<file path="src/rtl/uart_echo_fifo.sv">
// UART loopback: deserialises frames from uart_rx, queues the words in a FIFO
// and retransmits them on uart_tx with identical framing.
module uart_echo_fifo #(
    parameter int CLKS_PER_BIT = 87,
    parameter int DATA_BITS    = 8,
    parameter int PARITY       = 0,
    parameter int STOP_BITS    = 1,
    parameter int FIFO_DEPTH   = 16
) (
    input  logic                        clock,
    input  logic                        reset,
    input  logic                        uart_rx,
    output logic                        uart_tx,
    output logic [$clog2(FIFO_DEPTH):0] fifo_count,
    output logic                        rx_overrun,
    output logic                        parity_err,
    output logic                        frame_err
);
    localparam int CW = $clog2(CLKS_PER_BIT);
    localparam int PW = $clog2(FIFO_DEPTH);
    localparam logic [CW-1:0] BIT_LAST  = CW'(CLKS_PER_BIT - 1);
    localparam logic [CW-1:0] BIT_HALF  = CW'(CLKS_PER_BIT / 2);
    localparam logic [3:0]    DATA_LAST = 4'(DATA_BITS - 1);
    localparam logic [3:0]    STOP_LAST = 4'(STOP_BITS - 1);
    localparam logic [PW:0]   FIFO_FULL = (PW + 1)'(FIFO_DEPTH);

    typedef enum logic [2:0] {ST_IDLE, ST_START, ST_DATA, ST_PARITY, ST_STOP} state_e;

    logic sync1_q, sync2_q, rxPrev_q;

    state_e               rxState_q, rxState_d;
    logic [CW-1:0]        rxCnt_q, rxCnt_d;
    logic [3:0]           rxBit_q, rxBit_d;
    logic [DATA_BITS-1:0] rxShift_q, rxShift_d;
    logic                 rxPar_q, rxPar_d;
    logic                 rxBad_q, rxBad_d;
    logic                 rxDone, rxFrameBad, parityBad;

    logic [DATA_BITS-1:0] mem_q [FIFO_DEPTH];
    logic [PW-1:0]        wrPtr_q, rdPtr_q;
    logic [PW:0]          count_q;
    logic                 fifoFull, fifoPush, txPop;

    state_e               txState_q, txState_d;
    logic [CW-1:0]        txCnt_q, txCnt_d;
    logic [3:0]           txBit_q, txBit_d;
    logic [DATA_BITS-1:0] txShift_q, txShift_d;
    logic                 txParBit_q, txParBit_d;
    logic                 tx_q, tx_d;
    logic                 txLastStop;

    // rxPrev_q holds the previous synchronised level so a held-low line cannot re-arm the receiver
    always_ff @(posedge clock or negedge reset) begin
        if (!reset) begin
            sync1_q  <= 1'b1;
            sync2_q  <= 1'b1;
            rxPrev_q <= 1'b1;
        end else begin
            sync1_q  <= uart_rx;
            sync2_q  <= sync1_q;
            rxPrev_q <= sync2_q;
        end
    end

    always_ff @(posedge clock or negedge reset) begin
        if (!reset) begin
            rxState_q <= ST_IDLE;
            rxCnt_q   <= '0;
            rxBit_q   <= '0;
            rxShift_q <= '0;
            rxPar_q   <= 1'b0;
            rxBad_q   <= 1'b0;
        end else begin
            rxState_q <= rxState_d;
            rxCnt_q   <= rxCnt_d;
            rxBit_q   <= rxBit_d;
            rxShift_q <= rxShift_d;
            rxPar_q   <= rxPar_d;
            rxBad_q   <= rxBad_d;
        end
    end

    always_comb begin
        rxState_d  = rxState_q;
        rxCnt_d    = rxCnt_q + 1'b1;
        rxBit_d    = rxBit_q;
        rxShift_d  = rxShift_q;
        rxPar_d    = rxPar_q;
        rxBad_d    = rxBad_q;
        rxDone     = 1'b0;
        rxFrameBad = 1'b0;
        case (rxState_q)
            ST_IDLE: begin
                rxCnt_d = '0;
                if (rxPrev_q && !sync2_q) rxState_d = ST_START;
            end
            ST_START: if (rxCnt_q == BIT_HALF) begin
                rxCnt_d   = '0;
                rxBit_d   = '0;
                rxPar_d   = 1'b0;
                rxBad_d   = 1'b0;
                rxState_d = sync2_q ? ST_IDLE : ST_DATA;
            end
            ST_DATA: if (rxCnt_q == BIT_LAST) begin
                rxCnt_d   = '0;
                rxShift_d = {sync2_q, rxShift_q[DATA_BITS-1:1]};
                rxPar_d   = rxPar_q ^ sync2_q;
                if (rxBit_q == DATA_LAST) begin
                    rxBit_d   = '0;
                    rxState_d = (PARITY != 0) ? ST_PARITY : ST_STOP;
                end else begin
                    rxBit_d = rxBit_q + 1'b1;
                end
            end
            ST_PARITY: if (rxCnt_q == BIT_LAST) begin
                rxCnt_d   = '0;
                rxPar_d   = rxPar_q ^ sync2_q;
                rxState_d = ST_STOP;
            end
            ST_STOP: if (rxCnt_q == BIT_LAST) begin
                rxCnt_d = '0;
                rxBad_d = rxBad_q | !sync2_q;
                if (rxBit_q == STOP_LAST) begin
                    rxDone     = 1'b1;
                    rxFrameBad = rxBad_d;
                    rxState_d  = ST_IDLE;
                end else begin
                    rxBit_d = rxBit_q + 1'b1;
                end
            end
            default: rxState_d = ST_IDLE;
        endcase
    end

    // rxPar_q accumulates data bits plus the received parity bit
    assign parityBad  = (PARITY == 1) ? !rxPar_q : (PARITY == 2) ? rxPar_q : 1'b0;
    assign fifoFull   = (count_q == FIFO_FULL);
    assign frame_err  = rxDone && rxFrameBad;
    assign parity_err = rxDone && !rxFrameBad && parityBad;
    assign rx_overrun = rxDone && !rxFrameBad && !parityBad && fifoFull && !txPop;
    assign fifoPush   = rxDone && !rxFrameBad && !parityBad && (!fifoFull || txPop);
    assign fifo_count = count_q;

    always_ff @(posedge clock) begin
        if (fifoPush) mem_q[wrPtr_q] <= rxShift_q;
    end

    always_ff @(posedge clock or negedge reset) begin
        if (!reset) begin
            wrPtr_q <= '0;
            rdPtr_q <= '0;
            count_q <= '0;
        end else begin
            if (fifoPush) wrPtr_q <= wrPtr_q + 1'b1;
            if (txPop)    rdPtr_q <= rdPtr_q + 1'b1;
            if (fifoPush && !txPop)      count_q <= count_q + 1'b1;
            else if (txPop && !fifoPush) count_q <= count_q - 1'b1;
        end
    end

    // Popping on the last stop cycle lets queued frames leave back-to-back
    assign txLastStop = (txState_q == ST_STOP) && (txCnt_q == BIT_LAST) && (txBit_q == STOP_LAST);
    assign txPop      = (count_q != '0) && ((txState_q == ST_IDLE) || txLastStop);

    always_ff @(posedge clock or negedge reset) begin
        if (!reset) begin
            txState_q  <= ST_IDLE;
            txCnt_q    <= '0;
            txBit_q    <= '0;
            txShift_q  <= '0;
            txParBit_q <= 1'b0;
            tx_q       <= 1'b1;
        end else begin
            txState_q  <= txState_d;
            txCnt_q    <= txCnt_d;
            txBit_q    <= txBit_d;
            txShift_q  <= txShift_d;
            txParBit_q <= txParBit_d;
            tx_q       <= tx_d;
        end
    end

    always_comb begin
        txState_d  = txState_q;
        txCnt_d    = txCnt_q + 1'b1;
        txBit_d    = txBit_q;
        txShift_d  = txShift_q;
        txParBit_d = txParBit_q;
        tx_d       = tx_q;
        if (txPop) begin
            txState_d  = ST_START;
            txCnt_d    = '0;
            txShift_d  = mem_q[rdPtr_q];
            txParBit_d = (PARITY == 1) ? ~^mem_q[rdPtr_q] : ^mem_q[rdPtr_q];
            tx_d       = 1'b0;
        end else begin
            case (txState_q)
                ST_IDLE: begin
                    txCnt_d = '0;
                    tx_d    = 1'b1;
                end
                ST_START: if (txCnt_q == BIT_LAST) begin
                    txCnt_d   = '0;
                    txBit_d   = '0;
                    tx_d      = txShift_q[0];
                    txShift_d = txShift_q >> 1;
                    txState_d = ST_DATA;
                end
                ST_DATA: if (txCnt_q == BIT_LAST) begin
                    txCnt_d = '0;
                    if (txBit_q == DATA_LAST) begin
                        txBit_d = '0;
                        if (PARITY != 0) begin
                            txState_d = ST_PARITY;
                            tx_d      = txParBit_q;
                        end else begin
                            txState_d = ST_STOP;
                            tx_d      = 1'b1;
                        end
                    end else begin
                        txBit_d   = txBit_q + 1'b1;
                        tx_d      = txShift_q[0];
                        txShift_d = txShift_q >> 1;
                    end
                end
                ST_PARITY: if (txCnt_q == BIT_LAST) begin
                    txCnt_d   = '0;
                    txBit_d   = '0;
                    txState_d = ST_STOP;
                    tx_d      = 1'b1;
                end
                ST_STOP: if (txCnt_q == BIT_LAST) begin
                    txCnt_d = '0;
                    tx_d    = 1'b1;
                    if (txBit_q == STOP_LAST) txState_d = ST_IDLE;
                    else                      txBit_d   = txBit_q + 1'b1;
                end
                default: begin
                    txState_d = ST_IDLE;
                    tx_d      = 1'b1;
                end
            endcase
        end
    end

    assign uart_tx = tx_q;

endmodule

</file>
<file path="config.mk">
export PLATFORM = sky130hd
export DESIGN_NAME = uart_echo_fifo
export DESIGN_NICKNAME = d
export VERILOG_FILES = /design/src/rtl/uart_echo_fifo.sv
export SDC_FILE = /design/constraint.sdc
export NUM_CORES = 1
export LEC_CHECK = 0
export ABC_AREA = 0
export CAP_MARGIN = 10
export CORE_ASPECT_RATIO = 0.6
export CORE_MARGIN = 1
export CORE_UTILIZATION = 42
export DETAILED_ROUTE_END_ITERATION = 16
export GPL_TIMING_DRIVEN = 0
export SLEW_MARGIN = 40
export SYNTH_ARGS = -nofsm -noshare
export SYNTH_HDL_FRONTEND = slang
export SYNTH_SLANG_ARGS = --single-unit
</file>
<file path="constraint.sdc">
create_clock -name clock -period 4.45 [get_ports clock]
set_clock_uncertainty 0.15 [all_clocks]
set_input_delay 0.89 -clock clock [delete_from_list [all_inputs] [get_ports clock]]
set_output_delay 0.89 -clock clock [all_outputs]
set_load 0.1 [all_outputs]
</file>
==> flow_summary_export.csv, run 1 <==
group,metric,value,unit
worst_setup_path,slowest_delay,410,ps
detailed_routing,avgRoutedWirePerCell,19.6,µm
timing,tightest_slew,844,ps
timing,relSlewSlack,43.5,%
clocking,cts.path.max_buffers,2,
yosys,synth-seq-area-share,64.4,%
outcome,outcome,"completed",
yosys,synth_fp_nets,551,
yosys,synth_top_flop_cell,"edfxtp_1",
yosys,synth_edf_count,128,
yosys,async_reset_ff_share,32.6,%
grt,overflow,0,
power,p_leak,2.99,nW
power,power_density,371,nW/µm²
clocking,cts_max_level,4,
die,die_area,20600,µm²
clocking,cts_root_buf,"clkbuf_16",
worst_setup_path,crit_fanout,4,
timing,final_hold_viol_count,0,
clocking,cts_tree,"built",
clocking,clock-sinks,190,
detailed_routing,routed_wl,16.5,mm
timing,worst_slack,808,ps
layout,area_growth,12.3,%
die,io_pins,12,
worst_setup_path,path_delay_family,"simple AND/OR/NAND/NOR gates",
timing,layout_min_cycle_time,3640,ps
timing,min_period_over_period,81.8,%
worst_setup_path,r2r_slack,810,ps
worst_setup_path,reg2reg_from,"rxBit_q[0]$_DFFE_PN0P_",
worst_hold_path,hold_path_class,"input pin to async pin",
detailed_routing,dr.pass1.iters,4,
die,rows,39,
worst_setup_path,endpoint,"fifo_count[4]$_DFFE_PN0P_",
worst_setup_path,required,4620,ps
detailed_routing,via_per_inst,5.29,
clocking,numCtsBuffers,17,
yosys,ys_warn_count,0,
run,drv_cap,0,
yosys,synthTopCellsByArea,"edfxtp_1 46%, dfrtp_1 17%, mux4_2 7.2%, ha_1 2.5%, mux2_2 2.4%",
detailed_routing,drt_iter0_drc,377,
die,core-area,19300,µm²
timing,rsz0062_at_grt,"no",
detailed_routing,drc,0,
yosys,synthCells,530,
layout,drive_above_1_share,23.3,%
worst_setup_path,reg2regPathDepth,14,
yosys,synth_top_area_cell,"edfxtp_1",
grt,grt_usage,17.6,%
placed_design,hpwl,11.6,mm
worst_setup_path,setup.worst_path.start,"rxBit_q[0]$_DFFE_PN0P_",
yosys,synth_cell_type_count,72,
timing,max_freq,275,MHz
clocking,clk_latency,430,ps
worst_setup_path,path_buf_inv,3,
placed_design,place.gp.congestion,0.785,
yosys,synth_most_common_cell,"edfxtp_1",
die,die_y,111,µm
die,fp.dieW,184,µm
worst_setup_path,cpMostUsedCell,"inv_1",
timing,fin_setup_tns,0,ps
die,start_util,43.5,%
detailed_routing,vias,4446,
yosys,synth_top_area_share,45.8,%
yosys,synth_area_per_cell,15.8,µm²
worst_setup_path,worst_path_max_delay_cell,"dfrtp_1",
grt,grt_pass1_vias,4401,
worst_setup_path,worst-setup-path-type,"flip-flop to flip-flop",
placed_design,dpl_worst_slack,790,ps
layout,nNetsFinal,582,
worst_setup_path,crit_arrival,3810,ps
placed_design,placed_area,8860,µm²
placed_design,portBuffers,10,
clocking,post_cts_resized,0,
grt,antenna_found_initial,1,
worst_setup_path,endpoint_kind,"flip-flop",
clocking,hold_buffers,0,
power,max-vdd-ir-drop,282,µV
worst_setup_path,r2r_end,"fifo_count[4]$_DFFE_PN0P_",
timing,slew_violations,0,
yosys,ys_top_cells_by_count,"128 x edfxtp_1, 58 x dfrtp_1, 41 x nor2_1, 27 x mux4_2, 20 x nand2_1",
layout,design_area,9420,µm²
clocking,cts.clk_slew.worst_paths,70,ps
grt,grt_first_pass_wirelength,25.9,mm
grt,grt_max_degree,42,
timing,setup_viol,0,
worst_setup_path,startpoint_type,"flip-flop",
yosys,synth_area,8390,µm²
placed_design,dp_cells,808,
clocking,post_cts_buffers,0,
yosys,ys_seq_elements,190,
layout,stdcell_count,841,
worst_setup_path,crit_chain,"inv_1 -> ha_1 -> or3b_4 -> nor4b_4 -> o311ai_2 -> inv_1 -> ha_1 -> inv_1 -> fa_1 -> a21o_1 -> a21oi_1 -> xnor2_1 -> nor2_1 -> xor2_1",
detailed_routing,ant_nets,0,
worst_setup_path,cp.depth,14,
==> stage by stage <==
step                hold WS [ps]  util, %  power, mW
finish                       198     48.9       3.49
global route                 210     48.9       3.62
CTS                          191     48.8       3.53
detailed placement           197     46.0       2.13
global placement             199     45.8       2.13
floorplan                    195        -       2.09
==> power breakdown <==
group	total, mW	switching [mW]	internal (mW)
combinational	0.178	0.107	0.0709
clock	1.39	0.671	0.721
sequential	1.92	0.0265	1.89
==> worst min path at each step <==
stage / start / to / slack [ps] / cells past startpoint
global placement: sync1_q$_DFF_PN1_ / sync2_q$_DFF_PN1_ / 200 / 0
CTS: reset / fifo_count[3]$_DFFE_PN0P_ / 190 / 1
detailed placement: sync1_q$_DFF_PN1_ / sync2_q$_DFF_PN1_ / 200 / 0
global route: reset / rdPtr_q[2]$_DFFE_PN0N_ / 210 / 1
floorplan: sync1_q$_DFF_PN1_ / sync2_q$_DFF_PN1_ / 200 / 0
finish: reset / fifo_count[3]$_DFFE_PN0P_ / 200 / 1
==> cells by family (layout without fill, tap and decap cells) <==
family	count (synthesis)	after routing	synth area share [%]
adders and majority gates	19	19	2.89
and+or+nand+nor	128	128	9.16
AOI/OAI and AO/OA	54	54	4.65
buffers and inverters	43	87	2.55
xor gates and xnor gates	24	24	2.51
DFF	190	190	64.4
muxes	71	71	13.8
other	1	2	0.0447
==> routing by layer <==
metal / wire length, µm / track usage [%]
met2: 7040 / 24.2
met1: 8350 / 27.5
met4: 139 / 4.50
met3: 987 / 4.45
met5: 0 / 0
==> worst reg2reg max path, cell delays in order, from the launching register on <==
cell      delay (ps)
dfrtp_1          410
inv_1            110
ha_1             150
or3b_4           410
nor4b_4          330
o311ai_2         280
inv_1            250
ha_1             220
inv_1            100
fa_1             410
a21o_1           170
a21oi_1          170
xnor2_1          150
nor2_1            70
xor2_1           140
==> sequential cells by signal (all words and copies together) (netlist names), 5 cells and up <==
register / flops
mem_q: 128
txCnt_q: 7
fifo_count: 5
txShift_q: 8
rxShift_q: 8
rxCnt_q: 7
==> final cells by class <==
type / count / area [µm²]
flip-flops and latches: 190 / 5400
fillers: 1625 / 9860
inverters: 18 / 67.6
repair buffers: 12 / 82.6
multi-input cells: 297 / 2850
clock inverters: 15 / 109
well taps: 266 / 333
diodes: 1 / 2.50
plain buffers: 25 / 146
clock buffers: 17 / 425
==> layout by cell type (no fill, tap or decap), drive strengths merged, types with 2 or more instances in the layout <==
cell      synthesis  routed
o22ai             2       2
or2               4       4
o21ai            16      16
nand3            15      15
nor2             42      42
mux2i            19      19
nand2b            6       6
edfxtp          128     128
mux4             32      32
and3              4       4
o31ai             2       2
mux2             20      20
a21oi            13      13
xnor2            14      14
nor4b             6       6
clkinv            0       6
dfstp             4       4
a211oi            6       6
nor2b             5       5
or3b              2       2
nand4bb           2       2
nor3b             2       2
nor3             10      10
clkbuf            9      26
xor2             10      10
nor4              3       3
clkinvlp          0       3
ha               17      17
dfrtp            58      58
buf              16      27
a21o              2       2
nand2            21      21
o311ai            2       2
inv              18      24
nand3b            2       2
o32ai             3       3
Note: power is estimated with default switching activity, not from simulation.
==> inputs of run 2 (changes only) <==
==> constraint.sdc (replaced) <==
create_clock -name clock -period 3.63 [get_ports clock]
set_clock_uncertainty 0.15 [all_clocks]
set_input_delay 0.726 -clock clock [delete_from_list [all_inputs] [get_ports clock]]
set_output_delay 0.726 -clock clock [all_outputs]
set_load 0.1 [all_outputs]
==> run 2 against run 1 <==
Effect of this change:
- wire length up 3.4%
- worst hold slack worse by 170 ps
- sequential power increased by 23%
- register-to-register slack got worse by 630 ps
- sequential share of layout area down 1.0 points
==> flow_summary_export.csv, run 2 (synthesis gave the netlist of run 1 again) <==
group,metric,value,unit
die,core-area,19300,µm²
power,p_sw_share,23.0,%
clocking,cts.clk_slew.worst_paths,80,ps
clocking,cts_max_level,4,
worst_setup_path,endpoint_kind,"flip-flop",
clocking,clock-sinks,190,
detailed_routing,dr.pass1.iters,4,
placed_design,place.gp.congestion,0.807,
detailed_routing,drt_iter0_drc,347,
layout,largest-register,"mem_q",
detailed_routing,avgRoutedWirePerCell,20.2,µm
timing,max_freq,289,MHz
layout,antenna_cells,0,
layout,final_cell_mix,"128 x edfxtp_1, 58 x dfrtp_1, 37 x nor2_1",
timing,fin_setup_tns,0,ps
die,die_area,20600,µm²
die,start_util,43.5,%
clocking,cts.path.max_buffers,2,
detailed_routing,routed_wl,17.1,mm
power,intPower,3.45,mW
power,p_sw,1.03,mW
grt,grt_max_degree,42,
grt,grt_pass1_vias,4594,
grt,grt_util_met3,5.72,%
timing,tightest_slew,788,ps
clocking,cts_root_buf,"clkbuf_16",
grt,grtUsageMet2,24.0,%
worst_setup_path,crit_arrival,3620,ps
grt,grt_usage,18.2,%
outcome,outcome,"completed",
layout,top_regs,"mem_q x128, rxShift_q x8, txShift_q x8",
timing,relSlewSlack,47.2,%
grt,busiest_layer,"met1",
layout,drive_above_1_share,26.5,%
die,rows,39,
layout,area_growth,14.4,%
detailed_routing,vias,4603,
worst_hold_path,hold_path_class,"input pin to async pin",
timing,layout_min_cycle_time,3450,ps
timing,final_hold_viol_count,0,
timing,min_period_over_period,95.2,%
run,drv_cap,0,
grt,grt_first_pass_wirelength,27.0,mm
power,p_comb_share,5.0,%
grt,antenna_found_initial,0,
timing,rsz0062_at_grt,"no",
die,fp.dieW,184,µm
placed_design,portBuffers,10,
clocking,numCtsBuffers,17,
power,seqPwrFrac,52.5,%
power,power,4.48,mW
die,io_pins,12,
detailed_routing,drc,0,
worst_setup_path,startpoint_type,"flip-flop",
grt,use_met1,28.8,%
layout,final_common_cell,"edfxtp_1",
layout,nNetsFinal,589,
power,pwr-share-clk,42.5,%
power,max-vdd-ir-drop,337,µV
detailed_routing,ant_nets,0,
placed_design,hpwl,11.8,mm
layout,largest_reg_flops,128,
power,power_density,467,nW/µm²
worst_setup_path,crit_fanout,4,
clocking,clk_latency,430,ps
worst_setup_path,worst-setup-path-type,"flip-flop to flip-flop",
detailed_routing,via_per_inst,5.43,
worst_setup_path,required,3790,ps
power,p_leak,3.06,nW
die,die_y,111,µm
grt,overflow,0,
timing,hold_slack,25.5,ps
timing,slew_violations,0,
timing,setup_viol,0,
clocking,cts_tree,"built",
-- run 2: cell count changes in the layout (fill, tap and decap cells not counted), sizes merged --
cell,previous run,this run
bufinv,0,2
diode,1,0
clkinvlp,3,1
buf,27,33
inv,24,25
clkinv,6,5
clkbuf,26,27
-- run 2: area by class of cell --
| type | instances | area [µm²] |
|---|---|---|
| repair buffers | 19 | 136 |
| inverters | 18 | 67.6 |
| multi-input cells | 297 | 2910 |
| well taps | 266 | 333 |
| clock inverters | 15 | 178 |
| flip-flops and latches | 190 | 5400 |
| fillers | 1589 | 9680 |
| plain buffers | 25 | 146 |
| clock buffers | 17 | 425 |
-- run 2: path summary, 6_finish.rpt --
| kind | start | to | slack, ps | cells after the start |
|---|---|---|---|---|
| min | reset | rxCnt_q[3]$_DFF_PN0_ | 30 | 1 |
| max in group asynchronous | reset | uart_tx$_DFFE_PN1P_ | 2700 | 2 |
| min in group clock | sync1_q$_DFF_PN1_ | sync2_q$_DFF_PN1_ | 210 | 0 |
| max reg2reg | rxBit_q[0]$_DFFE_PN0P_ | fifo_count[4]$_DFFE_PN0P_ | 180 | 14 |
| min reg2reg | sync1_q$_DFF_PN1_ | sync2_q$_DFF_PN1_ | 210 | 0 |
| max | rxBit_q[0]$_DFFE_PN0P_ | fifo_count[4]$_DFFE_PN0P_ | 180 | 14 |
-- run 2: timing repair --
item	in CTS	in global routing
pin swaps	0	1
setup endpoints to repair	2	2
buffers inserted	0	3
resized for setup	3	7
hold buffers	0	0
-- run 2: power by group through the flow --
stage	Sequential, mW	Combinational [mW]	Clock, mW
final	2.36	0.223	1.90
after global routing	2.36	0.246	2.03
after CTS	2.35	0.224	1.93
after detailed placement	2.40	0.220	0
after global placement	2.40	0.210	0
after floorplan	2.39	0.165	0
-- run 2: critical path, stage by stage (launching register included) --
cell and delay (ps):
dfrtp_1 410, inv_2 80, ha_1 140, or3b_4 410, nor4b_4 420, o311ai_4 230
inv_2 150, ha_2 210, inv_2 70, fa_2 350, a21o_1 170, a21oi_1 180
xnor2_1 140, nor2_1 60, xor2_1 150
-- run 2: routing by layer --
| layer | wire length (µm) | share of wire [%] | vias up |
|---|---|---|---|
| li1 | - | - | 2091 |
| met1 | 9050 | 53 | 2399 |
| met2 | 7060 | 41 | 100 |
| met3 | 840 | 4.9 | 13 |
| met4 | 142 | 0.83 | 0 |
| met5 | 0 | 0 | - |
-- run 2: metrics by stage --
stage | worst slack [ps] | utilization, % | cell area (µm²) | instances
2_1_floorplan | 220 | - | 8390 | 530
6_report | 176 | 49.8 | 9590 | 847
4_1_cts | 42.1 | 49.3 | 9510 | 842
3_3_place_gp | -745 | 45.8 | 8830 | 806
5_1_grt | 34.7 | 49.8 | 9590 | 847
3_5_place_dp | -213 | 46.1 | 8890 | 810
==> inputs of run 3 (changes only) <==
==> constraint.sdc (replaced) <==
create_clock -name clock -period 3.63 [get_ports clock]
set_clock_uncertainty 0.15 [all_clocks]
set_input_delay 0.726 -clock clock [delete_from_list [all_inputs] [get_ports clock]]
set_output_delay 0.726 -clock clock [all_outputs]
set_load 0.01 [all_outputs]
==> run 3 against run 2 <==
Effect of this change:
- combinational power decreased by 2%
- global-route usage decreased by 0.58 points
- via count decreased by 2.7%
- register-to-register slack improved by 20 ps
- total power decreased by 2.9%
- fmax decreased by 2.1%
- core utilization decreased by 0.37 points
- non-clock buffer count decreased by 5
- die area unchanged
- clock-buffer cell count unchanged
- clock power decreased by 6%
==> flow_summary_export.csv, run 3 (synthesis gave the netlist of run 1 again) <==
group,metric,value,unit
outcome,outcome,"completed",
clocking,clock-sinks,190,
detailed_routing,dr.pass1.iters,5,
worst_setup_path,crit_fanout,4,
die,die_y,111,µm
timing,setup_viol,0,
power,pwr-share-clk,40.9,%
timing,relSlewSlack,43.4,%
timing,max_freq,283,MHz
die,die_area,20600,µm²
grt,grt_pass1_vias,4462,
detailed_routing,drc,0,
die,start_util,43.5,%
worst_setup_path,required,2750,ps
placed_design,dp_cells,808,
placed_design,hpwl,11.6,mm
power,p_comb_share,5.0,%
power,p_sw_share,22.7,%
die,io_pins,12,
detailed_routing,via_per_inst,5.32,
clocking,cts_tree,"built",
worst_setup_path,startpoint_type,"flip-flop",
layout,antenna_cells,0,
detailed_routing,vias,4478,
worst_setup_path,worst-setup-path-type,"flip-flop to primary output",
die,core-area,19300,µm²
detailed_routing,ant_nets,0,
power,seqPwrFrac,54.1,%
detailed_routing,routed_wl,16.6,mm
clocking,cts_root_buf,"clkbuf_16",
power,p_sw,988,µW
layout,stdcell_count,842,
run,drv_cap,0,
placed_design,place.gp.congestion,0.785,
layout,nNetsFinal,584,
layout,top_regs,"mem_q x128, rxShift_q x8, txShift_q x8",
grt,grt_max_degree,42,
grt,antenna_found_initial,1,
worst_setup_path,crit_arrival,2650,ps
worst_setup_path,endpoint_kind,"primary output",
timing,tightest_slew,846,ps
worst_hold_path,hold_path_class,"input pin to async pin",
timing,final_hold_viol_count,0,
worst_setup_path,setup.worst_path.start,"rxBit_q[0]$_DFFE_PN0P_",
grt,overflow,0,
grt,grt_usage,17.7,%
power,max-vdd-ir-drop,326,µV
grt,grt_first_pass_wirelength,26.0,mm
placed_design,portBuffers,10,
layout,largest_reg_flops,128,
layout,final_cell_mix,"128 x edfxtp_1, 58 x dfrtp_1, 39 x nor2_1",
timing,hold_slack,20.0,ps
clocking,cts.clk_slew.worst_paths,70,ps
timing,layout_min_cycle_time,3530,ps
timing,fin_setup_tns,0,ps
power,power,4.35,mW
clocking,clk_latency,430,ps
timing,rsz0062_at_grt,"no",
power,power_density,457,nW/µm²
detailed_routing,drt_iter0_drc,380,
detailed_routing,avgRoutedWirePerCell,19.7,µm
layout,area_growth,13.5,%
clocking,numCtsBuffers,17,
layout,largest-register,"mem_q",
power,intPower,3.36,mW
clocking,cts.path.max_buffers,2,
timing,slew_violations,0,
layout,drive_above_1_share,23.1,%
timing,min_period_over_period,97.2,%
die,rows,39,
clocking,cts_max_level,4,
layout,final_common_cell,"edfxtp_1",
worst_setup_path,reg2reg_from,"rxBit_q[0]$_DFFE_PN0P_",
power,p_leak,3.00,nW
die,fp.dieW,184,µm
-- run 3: changes by cell type in the layout (fill, tap and decap cells not counted), moves of 3 or more --
cell,previous run,this run
clkinv_4,4,0
clkinv_2,0,4
buf_2,19,9
clkdlybuf4s50_1,1,9
inv_8,4,1
-- run 3: path summary, 6_finish.rpt --
path | end | slack (ps) | depth (start not counted)
max | rx_overrun | 100 | 7
max reg2reg | fifo_count[4]$_DFFE_PN0P_ | 200 | 15
min reg2reg | sync2_q$_DFF_PN1_ | 210 | 0
min in group clock | sync2_q$_DFF_PN1_ | 210 | 0
max in group asynchronous | sync1_q$_DFF_PN1_ | 2710 | 2
min | fifo_count[3]$_DFFE_PN0P_ | 20 | 1
-- run 3: per-stage QoR --
step                      instance area [µm²]  setup slack, ps  utilization [%]
after floorplan                          8390              549                -
after global placement                   8820             -402             45.8
after detailed placement                 8900            -23.8             46.2
after CTS                                9470             15.0             49.1
after global routing                     9520             8.55             49.4
final                                    9520              101             49.4
-- run 3: power groups by stage --
stage               combinational [mW]  sequential [mW]  clock (mW)
floorplan                        0.161             2.39           0
global placement                 0.205             2.40           0
detailed placement               0.215             2.40           0
CTS                              0.217             2.35        1.82
global route                     0.248             2.36        1.90
finish                           0.218             2.35        1.78
-- run 3: per-layer routing --
layer | track usage [%] | part of all wire (%) | wire length, µm
met4 | 5.22 | 0.94 | 156
met5 | 0 | 0 | 0
met3 | 5.30 | 5.0 | 833
met1 | 27.2 | 52 | 8660
met2 | 23.7 | 42 | 6970
-- run 3: cell type report --
class / count / area, µm²
plain buffers: 25 / 146
fillers: 1619 / 9750
multi-input cells: 297 / 2880
well taps: 266 / 333
flip-flops and latches: 190 / 5400
clock inverters: 15 / 135
inverters: 18 / 67.6
repair buffers: 14 / 138
clock buffers: 17 / 425
-- run 3: repair_timing --
item                       in CTS  in global routing
setup endpoints to repair       1                  2
pin swaps                       0                  1
hold buffers                    0                  0
buffers inserted                0                  2
gates cloned                    0                  0
gates resized for setup         1                  4
-- run 3: critical path, cell delays in order, from the launching register on --
cell and delay (ps):
dfrtp_1 410, inv_1 110, ha_1 150, or3b_4 410
nor4b_4 250, buf_4 180, and3_1 170, clkdlybuf4s50_1 540
